### config.mk
export PLATFORM = sky130hd
export DESIGN_NAME = mips_cpu_regfile_wb_arbiter_flat
export DESIGN_NICKNAME = d
export VERILOG_FILES = /design/src/rtl/mips_cpu_regfile_wb_arbiter_if.sv /design/src/rtl/mips_cpu_regfile_wb_arbiter.sv /design/src/flat_wrapper.sv
export SDC_FILE = /design/constraint.sdc
export NUM_CORES = 1
export LEC_CHECK = 0
export ABC_CLOCK_PERIOD_IN_PS = 3000
export CORE_MARGIN = 5
export CORE_UTILIZATION = 40
export DETAILED_ROUTE_END_ITERATION = 8
export GPL_TIMING_DRIVEN = 1
export PLACE_DENSITY = 0.71
export RECOVER_POWER = 50
export SLEW_MARGIN = 10
export SYNTH_ARGS = -nofsm -noshare
export SYNTH_HDL_FRONTEND = slang
export SYNTH_SLANG_ARGS = --single-unit
### constraint.sdc
create_clock -name clk -period 3 [get_ports clk]
set_input_delay 0.3 -clock clk [delete_from_list [all_inputs] [get_ports clk]]
set_output_delay 0.3 -clock clk [all_outputs]
set_load 0.05 [all_outputs]
### src/rtl/mips_cpu_regfile_wb_arbiter_if.sv
// Writeback arbiter bundle: ALU/load requesters, decode issue/hazard
// signals and the registered register-file write port.
interface mips_cpu_regfile_wb_arbiter_if #(
    parameter int DATA_W = 32,
    parameter int ADDR_W = 5
);
    logic              alu_valid;
    logic              alu_ready;
    logic [ADDR_W-1:0] alu_addr;
    logic [DATA_W-1:0] alu_data;

    logic              ld_valid;
    logic              ld_ready;
    logic [ADDR_W-1:0] ld_addr;
    logic [DATA_W-1:0] ld_data;

    logic              issue_valid;
    logic              issue_ready;
    logic [ADDR_W-1:0] issue_addr;
    logic [ADDR_W-1:0] rs_addr;
    logic [ADDR_W-1:0] rt_addr;
    logic              stall;

    logic              w_en;
    logic [ADDR_W-1:0] w_addr;
    logic [DATA_W-1:0] w_data;

    modport master (
        output alu_valid, alu_addr, alu_data,
        output ld_valid, ld_addr, ld_data,
        output issue_valid, issue_addr, rs_addr, rt_addr,
        input  alu_ready, ld_ready, issue_ready, stall,
        input  w_en, w_addr, w_data
    );

    modport slave (
        input  alu_valid, alu_addr, alu_data,
        input  ld_valid, ld_addr, ld_data,
        input  issue_valid, issue_addr, rs_addr, rt_addr,
        output alu_ready, ld_ready, issue_ready, stall,
        output w_en, w_addr, w_data
    );
endinterface

### src/rtl/mips_cpu_regfile_wb_arbiter.sv
// Shares the register-file write port between ALU and load writebacks
// and tracks per-register pending writes for RAW/WAW hazard detection.
module mips_cpu_regfile_wb_arbiter #(
    parameter int DATA_W     = 32,
    parameter int ADDR_W     = 5,
    parameter int FIXED_PRIO = 0
) (
    input  logic clk,
    input  logic reset,
    mips_cpu_regfile_wb_arbiter_if.slave bus
);
    localparam int NUM_REGS = 2 ** ADDR_W;

    logic                rr_ld_q, rr_ld_d;
    logic [NUM_REGS-1:0] pend_q, pend_d;
    logic                w_en_q, w_en_d;
    logic [ADDR_W-1:0]   w_addr_q, w_addr_d;
    logic [DATA_W-1:0]   w_data_q, w_data_d;

    logic                both;
    logic                gnt_ld;
    logic                gnt_alu;
    logic                gnt_any;
    logic [ADDR_W-1:0]   gnt_addr;
    logic [DATA_W-1:0]   gnt_data;
    logic [NUM_REGS-1:0] clr_vec;
    logic [NUM_REGS-1:0] set_vec;
    logic                iss_ok;
    logic                rs_hz;
    logic                rt_hz;

    // rr_ld_q set means load wins the next contended cycle
    always_comb begin
        both     = bus.alu_valid && bus.ld_valid;
        gnt_ld   = bus.ld_valid &&
                   (!bus.alu_valid || (FIXED_PRIO != 0) || rr_ld_q);
        gnt_alu  = bus.alu_valid && !gnt_ld;
        gnt_any  = gnt_ld || gnt_alu;
        gnt_addr = gnt_ld ? bus.ld_addr : bus.alu_addr;
        gnt_data = gnt_ld ? bus.ld_data : bus.alu_data;
        rr_ld_d  = rr_ld_q;
        if (both) begin
            rr_ld_d = !gnt_ld;
        end
    end

    always_comb begin
        clr_vec = '0;
        if (gnt_any) begin
            clr_vec[gnt_addr] = 1'b1;
        end
        iss_ok = (bus.issue_addr == '0) ||
                 !pend_q[bus.issue_addr] ||
                 clr_vec[bus.issue_addr];
        set_vec = '0;
        if (bus.issue_valid && iss_ok && (bus.issue_addr != '0)) begin
            set_vec[bus.issue_addr] = 1'b1;
        end
        // set is applied after clear so a same-cycle reissue stays pending
        pend_d    = (pend_q & ~clr_vec) | set_vec;
        pend_d[0] = 1'b0;
    end

    always_comb begin
        rs_hz = (bus.rs_addr != '0) && pend_q[bus.rs_addr];
        rt_hz = (bus.rt_addr != '0) && pend_q[bus.rt_addr];
    end

    always_comb begin
        w_en_d   = gnt_any && (gnt_addr != '0);
        w_addr_d = w_addr_q;
        w_data_d = w_data_q;
        if (w_en_d) begin
            w_addr_d = gnt_addr;
            w_data_d = gnt_data;
        end
    end

    always_ff @(posedge clk) begin
        if (reset) begin
            rr_ld_q  <= 1'b1;
            pend_q   <= '0;
            w_en_q   <= 1'b0;
            w_addr_q <= '0;
            w_data_q <= '0;
        end else begin
            rr_ld_q  <= rr_ld_d;
            pend_q   <= pend_d;
            w_en_q   <= w_en_d;
            w_addr_q <= w_addr_d;
            w_data_q <= w_data_d;
        end
    end

    assign bus.alu_ready   = gnt_alu;
    assign bus.ld_ready    = gnt_ld;
    assign bus.issue_ready = iss_ok;
    assign bus.stall       = rs_hz || rt_hz;
    assign bus.w_en        = w_en_q;
    assign bus.w_addr      = w_addr_q;
    assign bus.w_data      = w_data_q;

endmodule

### src/flat_wrapper.sv
// flat-port wrapper written by rule: the top's interface ports become plain ports
module mips_cpu_regfile_wb_arbiter_flat 
#(
    parameter int DATA_W     = 32,
    parameter int ADDR_W     = 5,
    parameter int FIXED_PRIO = 0
)
  (clk, reset, bus_alu_valid, bus_alu_addr, bus_alu_data, bus_ld_valid, bus_ld_addr, bus_ld_data, bus_issue_valid, bus_issue_addr, bus_rs_addr, bus_rt_addr, bus_alu_ready, bus_ld_ready, bus_issue_ready, bus_stall, bus_w_en, bus_w_addr, bus_w_data);
  mips_cpu_regfile_wb_arbiter_if #(.DATA_W(DATA_W), .ADDR_W(ADDR_W)) bus_i ();
  input  logic clk;
  input  logic reset;
  input wire logic [$bits(bus_i.alu_valid)-1:0] bus_alu_valid;
  input wire logic [$bits(bus_i.alu_addr)-1:0] bus_alu_addr;
  input wire logic [$bits(bus_i.alu_data)-1:0] bus_alu_data;
  input wire logic [$bits(bus_i.ld_valid)-1:0] bus_ld_valid;
  input wire logic [$bits(bus_i.ld_addr)-1:0] bus_ld_addr;
  input wire logic [$bits(bus_i.ld_data)-1:0] bus_ld_data;
  input wire logic [$bits(bus_i.issue_valid)-1:0] bus_issue_valid;
  input wire logic [$bits(bus_i.issue_addr)-1:0] bus_issue_addr;
  input wire logic [$bits(bus_i.rs_addr)-1:0] bus_rs_addr;
  input wire logic [$bits(bus_i.rt_addr)-1:0] bus_rt_addr;
  output wire logic [$bits(bus_i.alu_ready)-1:0] bus_alu_ready;
  output wire logic [$bits(bus_i.ld_ready)-1:0] bus_ld_ready;
  output wire logic [$bits(bus_i.issue_ready)-1:0] bus_issue_ready;
  output wire logic [$bits(bus_i.stall)-1:0] bus_stall;
  output wire logic [$bits(bus_i.w_en)-1:0] bus_w_en;
  output wire logic [$bits(bus_i.w_addr)-1:0] bus_w_addr;
  output wire logic [$bits(bus_i.w_data)-1:0] bus_w_data;
  assign bus_i.alu_valid = bus_alu_valid;
  assign bus_i.alu_addr = bus_alu_addr;
  assign bus_i.alu_data = bus_alu_data;
  assign bus_i.ld_valid = bus_ld_valid;
  assign bus_i.ld_addr = bus_ld_addr;
  assign bus_i.ld_data = bus_ld_data;
  assign bus_i.issue_valid = bus_issue_valid;
  assign bus_i.issue_addr = bus_issue_addr;
  assign bus_i.rs_addr = bus_rs_addr;
  assign bus_i.rt_addr = bus_rt_addr;
  assign bus_alu_ready = bus_i.alu_ready;
  assign bus_ld_ready = bus_i.ld_ready;
  assign bus_issue_ready = bus_i.issue_ready;
  assign bus_stall = bus_i.stall;
  assign bus_w_en = bus_i.w_en;
  assign bus_w_addr = bus_i.w_addr;
  assign bus_w_data = bus_i.w_data;
  mips_cpu_regfile_wb_arbiter #(.DATA_W(DATA_W), .ADDR_W(ADDR_W), .FIXED_PRIO(FIXED_PRIO)) u_core (.clk(clk), .reset(reset), .bus(bus_i));
endmodule
==> flow_summary.ini, run 1 <==
[yosys]
yosys_register_bits = 70
synth.avg_cell_area_um2 = 9.22
postSynthCellCount = 455
synth-edff-count = 0
yosys-top-cells-area = dfxtp_1, mux4_2, nand2_1
synthArstFlopShare_pct = 0
syn_nets = 549
synth.most_common_cell = nand2_1
yosysTopAreaCellShare_pct = 33.4
synthesis.area_um2 = 4190
synth.largest_area_cell = dfxtp_1
synth_top_flop_cell = dfxtp_1
synth.yosys.seq_area_share_pct = 33.4
ys_top_cells_by_count = nand2_1, dfxtp_1, nor2_1
ys_warn_count = 0
ys_types = 59

[die]
core_area_um2 = 10300
die_x_um = 112
num_rows = 37
io_pins = 136
initial_core_util_pct = 40.8
die_area_um2 = 12600
die_h_um = 112

[sta]
period_needed_ns = 2.86
skew_ns = 0.0113
setup_violations = 0
max_freq_ghz = 0.350
period_share_pct = 95.4
tightest_slew_ns = 1.01
finalSetupTns_ns = 0
slew_violations = 0
slew_headroom_pct = 32.8
hold_viol = 0

[detailed_routing]
avgViaCountPerCell = 5.77
wl_per_cell_um = 19.1
vias = 4272
routed_wl_mm = 14.2
drc_errors = 0
ant_nets = 0
dr.pass1.iters = 5
drt-initial-drc-count = 195

[grt]
grt_remaining_overflow = 0
grt_pass1_wl_mm = 23.0
grt_pass1_vias = 4371
grt_usage_pct = 22.5
antenna_found_initial = 2
grt_max_degree = 69

[power_and_ir_drop]
power_density_nw_per_um2 = 433
leakagePower_nw = 2.27
power_w = 0.00261
ir_drop_v = 0.000222

[setup_path]
r2r_slack_ns = 0.51
worst-path-max-fanout = 3
cp.arrival_ns = 2.56
cp.required_ns = 2.70
cp_cell_sequence = clkdlybuf4s50_1 > mux4_2 > nor2b_1 > a221oi_2 > o21ai_1 > o32ai_1 > buf_4 > a211oi_4 > inv_2 > buf_4
ff2ff_path_depth = 9
slowest_delay_ns = 0.56
end_kind = output port
timing.rr.end = u_core.pend_q[31]
cp-start-kind = input port
crit_type = input port to output port
slowest_stage = clkdlybuf4s50_1
r2r_start = u_core.rr_ld_q
crit_path_frequent_cell = buf_4

[finish]
postLayoutCoreUtil_pct = 58.5
regArea_um2 = 1400
drive_gt1_share_pct = 17.4
layout.nets = 692
instances_no_fill = 741
multiInputGateArea_um2 = 2550
area_growth_pct = 43.3
fillers = 941

[clocking]
cts_htree_levels = 3
cts_tree = built
clock_path_buffers = 2
cts_buffers = 9
path_clk_slew_ns = 0.08
clock_latency_ns = 0.36
cts.sinks = 70
cts_root_buffer = clkbuf_8
post_cts_buffers = 0

[placement]
place.gp.congestion = 0.939
portBuffers = 135
dp_hpwl_mm = 10.6
placed_cells = 723

[worst_hold_path]
min-delay-start = u_core.bus.w_addr[1]
min_to = u_core.bus.w_addr[1]
min_path_type = flop to flop
holdPathStages = 2

[flow_run]
drv_cap = 0

[outcome]
status = finished clean
kinds of logic (layout without fill, tap and decap cells):
kind of cell | after synthesis | count (layout) | synth area share, %
xor gates and xnor gates | 1 | 1 | 0.209
DFF | 70 | 70 | 33.4
buffers and inverters | 47 | 195 | 6.47
muxes | 32 | 32 | 14.9
other | 0 | 2 | 0
AOI/OAI and AO/OA | 135 | 135 | 26.9
and+or+nand+nor | 170 | 170 | 18.1
registers in the layout, summed over array words and instances, names as in the netlist:
name / flops
u_core.bus.w_addr: 5
u_core.rr_ld_q: 1
u_core.bus.w_en: 1
u_core.pend_q: 31
u_core.bus.w_data: 32
power by group:
part           leakage (nW)  internal [W]  switching, W
sequential            0.575      0.000981     0.0000289
clock                 0.107      0.000474      0.000406
combinational          1.59      0.000294      0.000421
total                  2.27       0.00175      0.000856
layout make-up:
cell class	count	area share, %
Tap cell	136	2.83
Antenna cell	2	0.0832
Clock inverter	6	1.56
Clock buffer	10	2.12
Multi-Input combinational cell	338	42.4
Inverter	10	0.708
Timing Repair Buffer	169	27.0
Sequential cell	70	23.3
how the worst max path moves through the flow:
stage | cells after the start | from | end
final | 10 | bus_issue_addr[0] | bus_issue_ready
after floorplan | 5 | bus_rs_addr[0] | bus_stall
after detailed placement | 10 | bus_ld_valid | u_core.pend_q[17]
after CTS | 10 | bus_alu_valid | bus_issue_ready
after global routing | 12 | bus_alu_valid | bus_issue_ready
after global placement | 10 | bus_ld_valid | bus_issue_ready
layer usage:
metal  share of wire [%]  track usage, %  up-vias
li1                    -               -     2033
met1                  40            27.6     2031
met2                  48            36.6      187
met3                  10            7.87       21
met4                 2.0            8.41        0
met5                   0               0        -
cell usage in the layout, fill, tap and decap left out, drive strengths merged, types with 8 or more instances in the layout:
cell type / synthesis / layout
nand2: 87 / 87
a21oi: 8 / 8
o211ai: 24 / 24
clkdlybuf4s50: 0 / 92
nand3: 10 / 10
nor2: 45 / 45
inv: 9 / 10
buf: 17 / 35
dlygate4sd3: 0 / 39
clkbuf: 20 / 12
dfxtp: 70 / 70
mux4: 24 / 24
o31ai: 31 / 31
a311oi: 33 / 33
worst max-delay path, delay by kind of cell:
kind	cells	cell delay (ns)
buffers and inverters	4	0.99
AOI/OAI and AO/OA	4	0.57
muxes	1	0.53
and+or+nand+nor	1	0.17
what timing repair did:
action                     in CTS  in global routing
hold buffers                    0                  0
cloned                          0                  0
gates resized for setup         1                  5
setup endpoints to repair       1                  1
pin swaps                       0                  1
per-stage QoR:
stage,hold WS (ns),cell area (um^2),worst slack (ns)
floorplan,0.459,4190,0.539
global placement,0.453,5780,0.00585
detailed placement,0.451,5780,-0.0467
CTS,0.470,6010,0.0727
global route,0.492,6010,-0.0128
finish,0.467,6010,0.139
No activity file was read; power rests on OpenSTA's default activity.
==> run 2: changes to the inputs <==
--- a/config.mk
+++ b/config.mk
@@ -5,9 +5,9 @@
 export SDC_FILE = /design/constraint.sdc
 export NUM_CORES = 1
 export LEC_CHECK = 0
-export ABC_CLOCK_PERIOD_IN_PS = 3000
 export CORE_MARGIN = 5
 export CORE_UTILIZATION = 40
+export CTS_BUF_LIST = sky130_fd_sc_hd__clkbuf_8
 export DETAILED_ROUTE_END_ITERATION = 8
 export GPL_TIMING_DRIVEN = 1
 export PLACE_DENSITY = 0.71
==> run 2 against run 1 <==
Net effect: power decreased by 0.16%; clock skew is essentially flat; global-route usage unchanged; routed wire length about the same; highest routed layer unchanged.
==> flow_summary.ini, run 2 (same netlist as run 1, synthesis figures left out) <==
[outcome]
status = finished clean

[finish]
postLayoutCoreUtil_pct = 58.5
fillers = 941
final_common_cell = clkdlybuf4s50_1
instances_no_fill = 741
drive_gt1_share_pct = 17.4
final_cell_mix = clkdlybuf4s50_1, nand2_1, dfxtp_1, nor2_1, dlygate4sd3_1
area_growth_pct = 43.3
layout.nets = 692
largest_reg_flops = 32

[detailed_routing]
dr.pass1.iters = 5
routed_wl_mm = 14.2
ant_nets = 0
wl_per_cell_um = 19.2
drt-initial-drc-count = 192
avgViaCountPerCell = 5.82
drc_errors = 0
vias = 4316

[clocking]
cts_hold_buf = 0
cts_tree = built
clock_path_buffers = 2
path_clk_slew_ns = 0.08
cts_buffers = 9
cts_htree_levels = 3
cts_root_buffer = clkbuf_8
cts.sinks = 70
clock_latency_ns = 0.36

[die]
num_rows = 37
core_area_um2 = 10300
die_h_um = 112
io_pins = 136
die_x_um = 112
die_area_um2 = 12600
initial_core_util_pct = 40.8

[setup_path]
ff2ff_path_depth = 9
end_kind = output port
crit_path_frequent_cell = buf_4
cp.required_ns = 2.70
slowest_delay_ns = 0.56
r2r_start = u_core.rr_ld_q
crit_type = input port to output port
cp-start-kind = input port
timing.rr.end = u_core.pend_q[31]
slowest_stage = clkdlybuf4s50_1
cp_cell_sequence = clkdlybuf4s50_1 > mux4_2 > nor2b_1 > a221oi_2 > o21ai_1 > o32ai_1 > buf_4 > a211oi_4 > inv_2 > buf_4
cp.arrival_ns = 2.56
worst-path-max-fanout = 3
r2r_slack_ns = 0.51

[sta]
tightest_slew_ns = 0.984
max_freq_ghz = 0.350
fin_hold_ws_ns = 0.467
hold_viol = 0
slew_violations = 0
worst_slack_ns = 0.140
skew_ns = 0.0115
setup_violations = 0
period_needed_ns = 2.86
period_share_pct = 95.3
slew_headroom_pct = 34.4

[worst_hold_path]
min-delay-start = u_core.bus.w_addr[1]
holdPathStages = 2
min_to = u_core.bus.w_addr[1]
min_path_type = flop to flop

[grt]
grt_pass1_vias = 4371
grt_usage_pct = 22.5
grt_max_degree = 69
grt_pass1_wl_mm = 23.0
grt_remaining_overflow = 0
antenna_found_initial = 2

[placement]
dp_hpwl_mm = 10.6
placed_cells = 723
place_ws_ns = -0.0467
portBuffers = 135
place.gp.congestion = 0.939

[flow_run]
drv_cap = 0

[power_and_ir_drop]
power_w = 0.00260
leakagePower_nw = 2.27
power_density_nw_per_um2 = 433
ir_drop_v = 0.000222
==> run 2: worst max-delay path: cells and delay by family <==
family	cells	cell delay, ns
multiplexers	1	0.53
AO/OA/AOI/OAI	4	0.57
buffers and inverters	4	0.99
AND/OR/NAND/NOR	1	0.17
==> run 2: per-stage QoR <==
| step | setup TNS [ns] | area (um^2) |
|---|---|---|
| 3_5_place_dp | -0.614 | 5780 |
| 5_1_grt | -0.0128 | 6010 |
| 6_report | 0 | 6010 |
| 3_3_place_gp | 0 | 5780 |
| 2_1_floorplan | 0 | 4190 |
| 4_1_cts | 0 | 6010 |
==> run 2: per-layer routing <==
layer / track usage (%) / routed length, um
met4: 8.41 / 336
met1: 27.6 / 5590
met2: 36.6 / 6790
met3: 7.87 / 1490
met5: 0 / 0
==> run 2: how the worst max path moves through the flow <==
| stage | startpoint | endpoint | slack, ns |
|---|---|---|---|
| after floorplan | bus_rs_addr[0] | bus_stall | 0.54 |
| after global placement | bus_ld_valid | bus_issue_ready | 0.006 |
| after detailed placement | bus_ld_valid | u_core.pend_q[17] | -0.05 |
| after CTS | bus_alu_valid | bus_issue_ready | 0.07 |
| after global routing | bus_alu_valid | bus_issue_ready | -0.01 |
| final | bus_issue_addr[0] | bus_issue_ready | 0.14 |
==> run 2: layout make-up <==
cell class	count	area (um^2)	area share, %
inverters	10	42.5	0.708
clock buffers	9	124	2.06
multi-input cells	338	2550	42.4
well taps	136	170	2.83
flip-flops and latches	70	1400	23.3
clock inverters	7	97.6	1.62
repair buffers	169	1620	27.0
diodes	2	5.00	0.0832
==> run 2: repair_timing <==
action / CTS / global route
setup buffers: 0 / 0
gates resized for setup: 1 / 5
endpoints found under the setup margin: 1 / 1
pin swaps: 0 / 1
cloned: 0 / 0
==> run 2: power by group <==
part / leakage (nW) / internal (W) / switching (W)
clock network: 0.111 / 0.000471 / 0.000405
registers: 0.575 / 0.000981 / 0.0000289
logic: 1.59 / 0.000294 / 0.000422
==> run 3: changes to the inputs <==
--- a/config.mk
+++ b/config.mk
@@ -6,11 +6,11 @@
 export NUM_CORES = 1
 export LEC_CHECK = 0
 export CORE_MARGIN = 5
-export CORE_UTILIZATION = 40
+export CORE_UTILIZATION = 47
 export CTS_BUF_LIST = sky130_fd_sc_hd__clkbuf_8
 export DETAILED_ROUTE_END_ITERATION = 8
 export GPL_TIMING_DRIVEN = 1
-export PLACE_DENSITY = 0.71
+export PLACE_DENSITY = 0.81
 export RECOVER_POWER = 50
 export SLEW_MARGIN = 10
 export SYNTH_ARGS = -nofsm -noshare
==> run 3 against run 2 <==
Net effect: sequential share of layout area is 0.24 points higher; clock-buffer cell count stayed put; first-iteration DRC count is 82% higher; routed wire length is 1.5% higher; cell area is 1.0% lower; worst hold slack worse by 0.011 ns.
==> flow_summary.ini, run 3 (same netlist as run 1, synthesis figures left out) <==
[finish]
drive_gt1_share_pct = 17.5
antenna_cells = 0
layout.nets = 694
area_growth_pct = 41.9
stdcell_area_um2 = 5950
final_common_cell = clkdlybuf4s50_1
largest_reg_flops = 32
final_cell_mix = clkdlybuf4s50_1, nand2_1, dfxtp_1, nor2_1, dlygate4sd3_1
postLayoutCoreUtil_pct = 68.2

[power_and_ir_drop]
leakagePower_nw = 2.26
power_density_nw_per_um2 = 420
ir_drop_v = 0.000269

[sta]
skew_ns = 0.0119
finalSetupTns_ns = 0
period_share_pct = 97.9
slew_headroom_pct = 34.8
setup_violations = 0
period_needed_ns = 2.94
fin_hold_ws_ns = 0.455
tightest_slew_ns = 0.978
slew_violations = 0
max_freq_ghz = 0.340
hold_viol = 0
rsz0062_at_grt = no

[setup_path]
cp-start-kind = input port
cp.arrival_ns = 2.64
r2r_slack_ns = 0.20
crit_type = input port to output port
worst-path-max-fanout = 7
end_kind = output port
cp.required_ns = 2.70

[die]
initial_core_util_pct = 48.1
die_h_um = 104
io_pins = 136
die_x_um = 104
core_area_um2 = 8720
num_rows = 34
die_area_um2 = 10900

[placement]
dpl_cell_area_um2 = 5750
dp_hpwl_mm = 10.9
portBuffers = 135
place.gp.congestion = 0.902

[grt]
grt_pass1_wl_mm = 22.7
grt_max_degree = 69
antenna_found_initial = 0
grt_pass1_vias = 4309
grt_remaining_overflow = 0
grt_usage_pct = 25.6

[detailed_routing]
wl_per_cell_um = 20.2
vias = 4444
dr.pass1.iters = 5
avgViaCountPerCell = 6.23
routed_wl_mm = 14.4
ant_nets = 0
drt-initial-drc-count = 349
drc_errors = 0

[clocking]
clock_path_buffers = 2
cts_tree = built
clock_latency_ns = 0.35
cts_root_buffer = clkbuf_8
cts_htree_levels = 3
cts_buffers = 9
path_clk_slew_ns = 0.07
cts.sinks = 70

[outcome]
status = finished clean

[worst_hold_path]
min_path_type = flop to flop

[flow_run]
drv_cap = 0
-- run 3: power breakdown --
| part | switching (W) | internal (W) |
|---|---|---|
| Sequential | 0.0000277 | 0.000981 |
| Clock | 0.000383 | 0.000385 |
| Combinational | 0.000430 | 0.000291 |
| Total | 0.000840 | 0.00166 |
-- run 3: timing repair --
item                       in CTS  in global routing
hold buffers                    0                  0
buffers inserted                0                  1
resized for setup               0                  5
setup endpoints to repair       0                  1
-- run 3: worst paths after layout --
| check | from | endpoint | depth (start not counted) |
|---|---|---|---|
| setup / recovery | bus_ld_valid | bus_issue_ready | 12 |
| hold / removal | u_core.bus.w_addr[1] | u_core.bus.w_addr[1] | 2 |
| setup reg to reg | u_core.rr_ld_q | u_core.pend_q[16] | 10 |
| hold reg to reg | u_core.bus.w_addr[1] | u_core.bus.w_addr[1] | 2 |
-- run 3: layout make-up --
cell class	count	area [um^2]
inverter	10	42.5
clock buffer	9	124
multi-input combinational	338	2550
tap	108	135
fill	665	2770
sequential	70	1400
timing repair buffer	171	1620
clock inverter	7	72.6
-- run 3: critical path, stage by stage --
cell,delay (ns)
clkdlybuf4s50_1,0.57
buf_4,0.21
nand2_1,0.09
a2bb2oi_2,0.14
buf_4,0.15
a211oi_1,0.24
a211oi_2,0.09
nor4b_1,0.36
buf_4,0.18
a211oi_4,0.05
inv_2,0.06
buf_4,0.19
-- run 3: layer usage --
layer	share of wire, %	vias to the layer above	global-route usage, %
met2	49	237	41.8
met4	2.3	0	9.07
met5	0	-	0
met1	39	2132	32.1
li1	-	2044	-
met3	9.3	31	7.70
-- run 3: metrics by stage --
step / std cells / setup WS [ns] / total power [W]
6_report: 713 / 0.0622 / 0.00250
5_1_grt: 713 / 0.0141 / 0.00259
4_1_cts: 712 / 0.0475 / 0.00252
3_5_place_dp: 696 / -0.0184 / 0.00176
3_3_place_gp: 696 / 0.106 / 0.00175
2_1_floorplan: 455 / 0.539 / 0.00144
